File: src/rtl/pkg_barreira.sv
// Shared definitions for the light-barrier path: ranging FSM states and
// the distance width also consumed by the barrier comparator.
package pkg_barreira;

  localparam int DIST_W = 8;
  localparam logic [DIST_W-1:0] DIST_MAX = 8'd255;

  typedef enum logic [2:0] {
    OCIOSO,
    DISPARO,
    ESPERA_ECO,
    MEDINDO,
    ESPERA_PERIODO
  } estado_t;

endpackage

File: src/rtl/sincronizador_2ff.sv
// Two-flop synchroniser for asynchronous sensor pins, clears to 0 on reset.
module sincronizador_2ff #(
  parameter int LARGURA = 1
) (
  input  logic               clk,
  input  logic               rst,
  input  logic [LARGURA-1:0] d,
  output logic [LARGURA-1:0] q
);

  logic [LARGURA-1:0] meta;

  always_ff @(posedge clk or posedge rst) begin
    if (rst) begin
      meta <= '0;
      q    <= '0;
    end else begin
      meta <= d;
      q    <= meta;
    end
  end

endmodule

File: src/rtl/controle_sensor_distancia.sv
// Ultrasonic ranging sequencer: periodic trigger, echo width timing and
// conversion to whole centimetres with timeout/overrange reporting.
module controle_sensor_distancia
  import pkg_barreira::*;
#(
  parameter int TRIG_CICLOS    = 1000,
  parameter int CICLOS_POR_CM  = 5800,
  parameter int TIMEOUT_CICLOS = 3000000,
  parameter int PERIODO_CICLOS = 6000000
) (
  input  logic              clk,
  input  logic              rst,
  input  logic              habilita,
  input  logic              echo,
  output logic              trig,
  output logic [DIST_W-1:0] distancia_cm,
  output logic              medida_valida,
  output logic              timeout_err,
  output logic              ocupado
);

  localparam int TMR_MAX = (TIMEOUT_CICLOS > TRIG_CICLOS) ? TIMEOUT_CICLOS : TRIG_CICLOS;
  localparam int TMR_W   = $clog2(TMR_MAX);
  localparam int PER_W   = $clog2(PERIODO_CICLOS);
  localparam int PRE_W   = $clog2(CICLOS_POR_CM);

  estado_t           estado, prox;
  logic [TMR_W-1:0]  tmr, tmr_prox;
  logic [PER_W-1:0]  per_cnt;
  logic [PRE_W-1:0]  pre, pre_prox;
  logic [DIST_W:0]   cm, cm_prox;
  logic [DIST_W-1:0] dist_prox;
  logic              valida_prox, erro_prox;
  logic              echo_s, echo_d, sobe, desce;

  sincronizador_2ff #(.LARGURA(1)) u_sinc_echo (
    .clk (clk),
    .rst (rst),
    .d   (echo),
    .q   (echo_s)
  );

  assign sobe  = echo_s & ~echo_d;
  assign desce = ~echo_s & echo_d;

  always_comb begin
    prox        = estado;
    tmr_prox    = tmr;
    pre_prox    = pre;
    cm_prox     = cm;
    dist_prox   = distancia_cm;
    valida_prox = 1'b0;
    erro_prox   = 1'b0;
    case (estado)
      OCIOSO: begin
        if (habilita) begin
          prox     = DISPARO;
          tmr_prox = TMR_W'(TRIG_CICLOS - 1);
        end
      end
      DISPARO: begin
        if (!habilita) begin
          prox = OCIOSO;
        end else if (tmr == '0) begin
          prox     = ESPERA_ECO;
          tmr_prox = TMR_W'(TIMEOUT_CICLOS - 1);
        end else begin
          tmr_prox = tmr - 1'b1;
        end
      end
      ESPERA_ECO: begin
        if (!habilita) begin
          prox = OCIOSO;
        end else if (sobe) begin
          // the edge cycle is itself the first echo-high cycle
          prox     = MEDINDO;
          pre_prox = PRE_W'(1);
          cm_prox  = '0;
        end else if (tmr == '0) begin
          prox        = ESPERA_PERIODO;
          dist_prox   = DIST_MAX;
          valida_prox = 1'b1;
          erro_prox   = 1'b1;
        end else begin
          tmr_prox = tmr - 1'b1;
        end
      end
      MEDINDO: begin
        if (!habilita) begin
          prox = OCIOSO;
        end else if (desce) begin
          prox        = ESPERA_PERIODO;
          dist_prox   = cm[DIST_W-1:0];
          valida_prox = 1'b1;
        end else if (echo_s) begin
          if (pre == PRE_W'(CICLOS_POR_CM - 1)) begin
            pre_prox = '0;
            cm_prox  = cm + 1'b1;
            if (cm_prox[DIST_W]) begin
              prox        = ESPERA_PERIODO;
              dist_prox   = DIST_MAX;
              valida_prox = 1'b1;
              erro_prox   = 1'b1;
            end
          end else begin
            pre_prox = pre + 1'b1;
          end
        end
      end
      ESPERA_PERIODO: begin
        // per_cnt saturates, so an overrun retriggers as soon as echo is low
        if (per_cnt == PER_W'(PERIODO_CICLOS - 1) && !echo_s) begin
          if (habilita) begin
            prox     = DISPARO;
            tmr_prox = TMR_W'(TRIG_CICLOS - 1);
          end else begin
            prox = OCIOSO;
          end
        end
      end
      default: prox = OCIOSO;
    endcase
  end

  always_ff @(posedge clk or posedge rst) begin
    if (rst) begin
      estado        <= OCIOSO;
      tmr           <= '0;
      pre           <= '0;
      cm            <= '0;
      per_cnt       <= '0;
      echo_d        <= 1'b0;
      distancia_cm  <= DIST_MAX;
      medida_valida <= 1'b0;
      timeout_err   <= 1'b0;
      trig          <= 1'b0;
      ocupado       <= 1'b0;
    end else begin
      estado        <= prox;
      tmr           <= tmr_prox;
      pre           <= pre_prox;
      cm            <= cm_prox;
      echo_d        <= echo_s;
      distancia_cm  <= dist_prox;
      medida_valida <= valida_prox;
      timeout_err   <= erro_prox;
      trig          <= (prox == DISPARO);
      ocupado       <= (prox inside {DISPARO, ESPERA_ECO, MEDINDO});
      if (prox == DISPARO && estado != DISPARO)
        per_cnt <= '0;
      else if (per_cnt != PER_W'(PERIODO_CICLOS - 1))
        per_cnt <= per_cnt + 1'b1;
    end
  end

endmodule
File: config.mk
export PLATFORM = sky130hd
export DESIGN_NAME = controle_sensor_distancia
export DESIGN_NICKNAME = d
export VERILOG_FILES = /design/src/rtl/pkg_barreira.sv /design/src/rtl/sincronizador_2ff.sv /design/src/rtl/controle_sensor_distancia.sv
export SDC_FILE = /design/constraint.sdc
export NUM_CORES = 1
export LEC_CHECK = 0
export CAP_MARGIN = 30
export CORE_MARGIN = 2
export CORE_UTILIZATION = 61
export CTS_BUF_LIST = sky130_fd_sc_hd__clkbuf_16
export DETAILED_ROUTE_END_ITERATION = 12
export PLACE_DENSITY = 0.87
export SLEW_MARGIN = 0
export SYNTH_ARGS = -nofsm -noshare
export SYNTH_HDL_FRONTEND = slang
export SYNTH_SLANG_ARGS = --single-unit
File: constraint.sdc
create_clock -name clk -period 3 [get_ports clk]
set_input_delay 0.3 -clock clk [delete_from_list [all_inputs] [get_ports clk]]
set_output_delay 0.3 -clock clk [all_outputs]
set_load 0.01 [all_outputs]
==> flow_metrics.py <==
metrics = {
    "logic_synthesis": {
        "synth_top_area_share_pct": 43.1,
        "yosysWarnings": 0,
        "synth_seq_cells": 85,
        "avgSynthCellArea_um2": 9.29,
        "async_reset_ff_share_pct": 100,
        "ys_types": 60,
        "ys.flop_type": "dfrtp_1",
        "synth_area_mm2": 0.00447,
        "netlist_instances": 481,
        "ys_top_cells_by_area": "dfrtp_1 43%, nor2_1 7.1%, dfstp_2 4.7%, xor2_1 3.9%, a21oi_1 2.9%",
        "ys_top_cells_by_count": "85 x nor2_1, 77 x dfrtp_1, 28 x nand2_1, 26 x a21oi_1, 26 x o21ai_0",
        "synth_edf_count": 0,
        "synth_largest_area_cell": "dfrtp_1",
        "yosysSeqAreaShare_pct": 47.8,
        "synth_nets": 490,
        "synth_most_common_cell": "nor2_1",
    },
    "global_routing": {
        "grt_pass1_vias": 3377,
        "antenna_found_initial": 0,
        "grt_pass1_wl_um": 16000,
        "grt_max_degree": 86,
        "track_usage_pct": 26.1,
        "gr-total-overflow": 0,
    },
    "sta": {
        "finalCriticalPeriod_ps": 2760,
        "fmax_mhz": 362,
        "final_hold_viol_count": 0,
        "fin_worst_skew_ps": 5.96,
        "max_slew_margin_pct": 62.5,
        "fin_ws_ps": 235,
        "rsz0062_at_grt": "no",
        "setup_viol": 0,
        "fin_crit_sh_pct": 92.2,
        "worstMarginPinSlew_ps": 563,
        "tns_ps": 0,
        "drv_slew": 0,
    },
    "placed_design": {
        "gp_congestion": 0.919,
        "io_buffers": 15,
        "pre_cts_ws_ps": 244,
        "dp_hpwl_um": 6480,
    },
    "cts": {
        "clockBufferDepth": 2,
        "path_clk_slew_ps": 60,
        "cts_tree": "done",
        "holdBufCountCts": 0,
        "clkSinkCount": 85,
        "h-tree-depth": 3,
        "cts_made_buffers": 9,
        "clkLatencyLatePin_ps": 340,
        "cts-root-buf": "clkbuf_16",
    },
    "drt": {
        "route.detailed.drc": 0,
        "dr_total_vias": 3706,
        "avgViaCountPerCell": 6.06,
        "dr.pass1.iters": 4,
        "wl_um": 9560,
        "routedWlPerCell_um": 15.6,
        "ant_nets": 0,
        "drtIter0Drc": 270,
    },
    "worst_setup_path": {
        "critPathMaxFanout": 14,
        "worst-setup-path-type": "reg -> reg",
        "crit_arrival_ps": 2960,
        "max_stage_delay_ps": 450,
        "r2r_setup_slack_ps": 240,
        "cp_num_buf_inv": 1,
        "cp-end-kind": "flop",
        "worst_path_max_delay_cell": "dfrtp_1",
        "cpLargestDelayFamily": "simple AND/OR/NAND/NOR gates",
        "startpoint_type": "flop",
        "path_cells": "nor4b_2, nand4_1, nand2b_1, o21bai_1, o2111ai_4, xor2_2, buf_4, nor2_2, a41oi_1",
        "crit_required_ps": 3190,
    },
    "floorplanning": {
        "row_count": 31,
        "io_pins": 16,
        "die-area_mm2": 0.00803,
        "die_h_um": 89.6,
        "fp.dieW_um": 89.6,
        "start_util_pct": 62.3,
        "coreArea_mm2": 0.00718,
    },
    "run": {
        "maxCapViolCount": 0,
    },
    "finish": {
        "antennaDiodeCount": 0,
        "layout.nets": 517,
        "area_growth_pct": 14.2,
        "final_layout_size_suffix_gt1_share_pct": 10.1,
    },
    "pwr": {
        "power_density_mw_per_mm2": 465,
        "ir_drop_v": 0.000359,
        "p_leak_uw": 0.00229,
    },
    "worst_hold_path": {
        "holdCritPathClass": "reg -> reg",
    },
    "outcome": {
        "outcome": "finished, final reports clean",
    },
}
[path summary, 6_finish.rpt]
path | startpoint | end | cells past startpoint
min in group asynchronous | rst | tmr[16]$_DFFE_PP0P_ | 3
hold reg to reg | u_sinc_echo.meta$_DFF_PP0_ | u_sinc_echo.q$_DFF_PP0_ | 0
max in group asynchronous | rst | distancia_cm[5]$_DFFE_PP1P_ | 3
setup reg to reg | per_cnt[7]$_DFFE_PP0P_ | tmr[7]$_DFFE_PP0P_ | 9
setup / recovery | per_cnt[7]$_DFFE_PP0P_ | tmr[7]$_DFFE_PP0P_ | 9
hold / removal | u_sinc_echo.meta$_DFF_PP0_ | u_sinc_echo.q$_DFF_PP0_ | 0
[timing repair]
| item | in CTS | in global routing |
|---|---|---|
| setup buffers | 0 | 0 |
| endpoints found under the setup margin | 0 | 10 |
| gates resized for setup | 0 | 1 |
[power by group]
part           total, µW  leakage (µW)  switching [µW]  internal [µW]
logic               51.3       0.00102            32.1           19.2
registers           1160       0.00112            4.96           1160
clock network       1160      0.000154             438            724
[layout make-up]
cell class                 count  area (µm²)
clock buffer                   9         225
fill                         522        2070
clock inverter                 7        90.1
timing repair buffer          29         268
multi-input combinational    367        2200
tap                           99         124
inverter                      16        61.3
sequential                    85        2140
[cells by family after synthesis]
group | count (synthesis) | share of synthesized area, %
buffers and inverters | 29 | 3.19
xor gates and xnor gates | 34 | 7.00
muxes | 2 | 0.448
AOI/OAI and AO/OA | 87 | 12.5
adders and majority gates | 5 | 1.40
DFF | 85 | 47.8
and+or+nand+nor | 239 | 27.7
[registers in the layout, summed over array words and instances, names as in the netlist, 3 cells and up]
signal,cells
distancia_cm,8
cm,9
estado,3
tmr,22
per_cnt,23
pre,13
[metal layers]
layer / vias to the layer above / global-route usage [%] / share of wire [%]
met5: - / 0 / 0
met4: 0 / 9.23 / 2.0
met3: 20 / 6.22 / 4.7
met2: 119 / 43.4 / 51
met1: 1804 / 33.3 / 43
li1: 1763 / - / -
[per-stage QoR]
step / instances / hold slack, ps / total power [µW] / cell area (µm²) / util (%)
finish: 612 / 353 / 2380 / 5110 / 71.2
global route: 612 / 366 / 2460 / 5110 / 71.2
CTS: 612 / 356 / 2400 / 5100 / 71.1
detailed placement: 596 / 343 / 1240 / 4790 / 66.7
global placement: 596 / 341 / 1240 / 4790 / 66.7
floorplan: 481 / 331 / 1210 / 4470 / -
[cell usage in the layout, fill, tap and decap left out, types with 15 or more instances in the layout]
cell type / n
a21oi_1: 26
clkdlybuf4s50_1: 15
dfrtp_1: 77
nand2_1: 28
nand3_1: 24
nand4_1: 17
nor2_1: 85
nor3_1: 20
o21ai_0: 26
xor2_1: 20
[worst reg2reg max path: stages (launching register included)]
cell and delay [ps]:
dfrtp_1 450, nor4b_2 300, nand4_1 210, nand2b_1 320, o21bai_1 310, o2111ai_4 250, xor2_2 250, buf_4 200
nor2_2 210, a41oi_1 150
(Power assumes the default switching activity.)
==> variant, RTL diff (same settings) <==
Put one more register stage on the output `distancia_cm`. The value now appears one clock later. The other outputs are not delayed to match.
--- a/src/rtl/controle_sensor_distancia.sv
+++ b/src/rtl/controle_sensor_distancia.sv
@@ -24,6 +24,8 @@
   localparam int PER_W   = $clog2(PERIODO_CICLOS);
   localparam int PRE_W   = $clog2(CICLOS_POR_CM);
 
+  logic [DIST_W-1:0] distancia_cm_s0;
+
   estado_t           estado, prox;
   logic [TMR_W-1:0]  tmr, tmr_prox;
   logic [PER_W-1:0]  per_cnt;
@@ -48,7 +50,7 @@
     tmr_prox    = tmr;
     pre_prox    = pre;
     cm_prox     = cm;
-    dist_prox   = distancia_cm;
+    dist_prox   = distancia_cm_s0;
     valida_prox = 1'b0;
     erro_prox   = 1'b0;
     case (estado)
@@ -130,7 +132,7 @@
       cm            <= '0;
       per_cnt       <= '0;
       echo_d        <= 1'b0;
-      distancia_cm  <= DIST_MAX;
+      distancia_cm_s0 <= DIST_MAX;
       medida_valida <= 1'b0;
       timeout_err   <= 1'b0;
       trig          <= 1'b0;
@@ -141,7 +143,7 @@
       pre           <= pre_prox;
       cm            <= cm_prox;
       echo_d        <= echo_s;
-      distancia_cm  <= dist_prox;
+      distancia_cm_s0 <= dist_prox;
       medida_valida <= valida_prox;
       timeout_err   <= erro_prox;
       trig          <= (prox == DISPARO);
@@ -153,4 +155,8 @@
     end
   end
 
+  always_ff @(posedge clk) begin
+    distancia_cm <= distancia_cm_s0;
+  end
+
 endmodule
Formal check against the unedited RTL: no difference found for any inputs over 10 cycles, from zero or initial values and one cycle with rst high; that may be too few to reach the edited logic, so the function may still have changed.
==> variant against the unedited design <==
- sequential share of layout area grew 2.2 points
- first-iteration DRC count grew 7.8%
- routed wire length grew 7.2%
- design area grew 2.1%
- setup slack lost 0.034 ns
- area after synthesis grew 2.5%
- die area grew 2.4%
- sequential cell count grew 8
- critical path type unchanged
Power is not compared: it rests on default switching activity, and its combinational part moved more than twofold at a synthesized area within 25%.
==> variant: results (changes against the unedited design) <==
- Area of the multi-input gates: 2187 um^2 (was 2202 um^2)
- Status: complete, no violations (unchanged)
- NumNets Final: 530 (was 517)
- Worst R2R Start: tmr[16]$_DFFE_PP0P_ (was per_cnt[7]$_DFFE_PP0P_)
- Gpl congestion: 0.8842 (was 0.9192)
- Routed wire length per instance: 16.41 um (was 15.63 um)
- Post-Route M1 WL: 4171 um (was 4081 um)
- Fill count: 513 (was 522)
- Worst setup endpoint: tmr[9]$_DFFE_PP0P_ (was tmr[7]$_DFFE_PP0P_)
- Routed vias: 3,900 (was 3,706)
- Mapped Nets: 506 (was 490)
- Reg2reg path depth: 7 (was 9)
- Placed inst area: 4918 um^2 (was 4786 um^2)
- Clock Skews: 0.009119 ns (was 0.005959 ns)
- R2R setup slack: 0.20 ns (was 0.24 ns)
- Logic inverters: 9 (was 16)
- DP HPWL: 6953 um (was 6479 um)
- Fraction of area in non-clock buffers: 5.278% (was 5.243%)
- Pre-CTS WS: 0.2239 ns (was 0.2440 ns)
- Sequential share of the synthesized area: 50.14% (was 47.80%)
- Placed Cells: 609 (was 596)
- First drt pass iteration count: 5 (was 4)
- Slowest cell on the critical path: or4_4 (was dfrtp_1)
- Multi-input logic portion of the cell area: 41.94% (was 43.12%)
- WP data arrival: 3.03 ns (was 2.96 ns)
- Overall Global Routing Usage: 26.69% (was 26.06%)
- Die Area: 8220 um^2 (was 8030 um^2)
- Share of post-route cells with drive strength above 1: 10.27% (was 10.14%)
- Synth top cells by count: 101 x nor2_1, 77 x dfrtp_1, 38 x nand2_1, 35 x a21oi_1, 22 x o21ai_0 (was 85 x nor2_1, 77 x dfrtp_1, 28 x nand2_1, 26 x a21oi_1, 26 x o21ai_0)
- Worst VDD drop: 0.4677 mV
- Gate Count Post-Synth: 497 (was 481)
- CP Max Fanout: 8 (was 14)
- Total Power: 0.003730 W
- Multi-In Gates: 378 (was 367)
- First-pass GRT wire length: 17,880 um (was 16,050 um)
- Sequential Area: 2297 um^2 (was 2137 um^2)
- Number of sequential cells: 93 (was 85)
- Synth cell types: 58 (was 60)
- Slowest cell delay on critical path: 0.56 ns (was 0.45 ns)
- Async set or reset register ratio after synthesis: 91.40% (was 100.0%)
- Clk Latency, worst-skew pair: 0.35 ns
- Most area-consuming cells after synthesis: dfrtp_1 42%, nor2_1 8.3%, dfstp_2 4.6% (was dfrtp_1 43%, nor2_1 7.1%, dfstp_2 4.7%)
- Slew HR: 50.63% (was 62.50%)
- Vias per inst: 6.240 (was 6.056)
- WL met3: 573 um (was 450 um)
- 1st-iter DRT viols: 291 (was 270)
- Largest net degree at the start of global routing: 45 (was 86)
==> variant: cell types whose count changed after synthesis, sizes merged, moves of 7 or more <==
cell / unedited run / this run
nor2: 86 / 101
nand3: 24 / 14
a21oi: 26 / 35
nand2: 29 / 38
dfxtp: 0 / 8
clkbuf: 5 / 12
==> variant: cells by family (layout without fill, tap and decap cells) <==
| logic type | count (synthesis) | count (layout) | synth area share (%) |
|---|---|---|---|
| adders and majority gates | 5 | 5 | 1.365 |
| xor gates and xnor gates | 30 | 30 | 5.735 |
| and+or+nand+nor | 248 | 248 | 27.53 |
| buffers and inverters | 26 | 55 | 2.239 |
| DFF | 93 | 93 | 50.14 |
| muxes | 2 | 2 | 0.4369 |
| AOI/OAI and AO/OA | 93 | 93 | 12.56 |
==> variant: metal layers <==
metal | global-route usage [%] | vias to the layer above
li1 | - | 1798
met1 | 34.19 | 1922
met2 | 44.84 | 151
met3 | 5.259 | 29
met4 | 10.38 | 0
met5 | 0 | -
==> variant: how the worst min path moves through the flow <==
stage                                          start                       to  slack (ns)  cells past startpoint
after global routing      u_sinc_echo.meta$_DFF_PP0_  u_sinc_echo.q$_DFF_PP0_        0.36                      0
final                     u_sinc_echo.meta$_DFF_PP0_  u_sinc_echo.q$_DFF_PP0_        0.35                      0
after CTS                 u_sinc_echo.meta$_DFF_PP0_  u_sinc_echo.q$_DFF_PP0_        0.35                      0
after global placement    u_sinc_echo.meta$_DFF_PP0_  u_sinc_echo.q$_DFF_PP0_        0.33                      0
after detailed placement  u_sinc_echo.meta$_DFF_PP0_  u_sinc_echo.q$_DFF_PP0_        0.34                      0
after floorplan           u_sinc_echo.meta$_DFF_PP0_  u_sinc_echo.q$_DFF_PP0_        0.33                      0
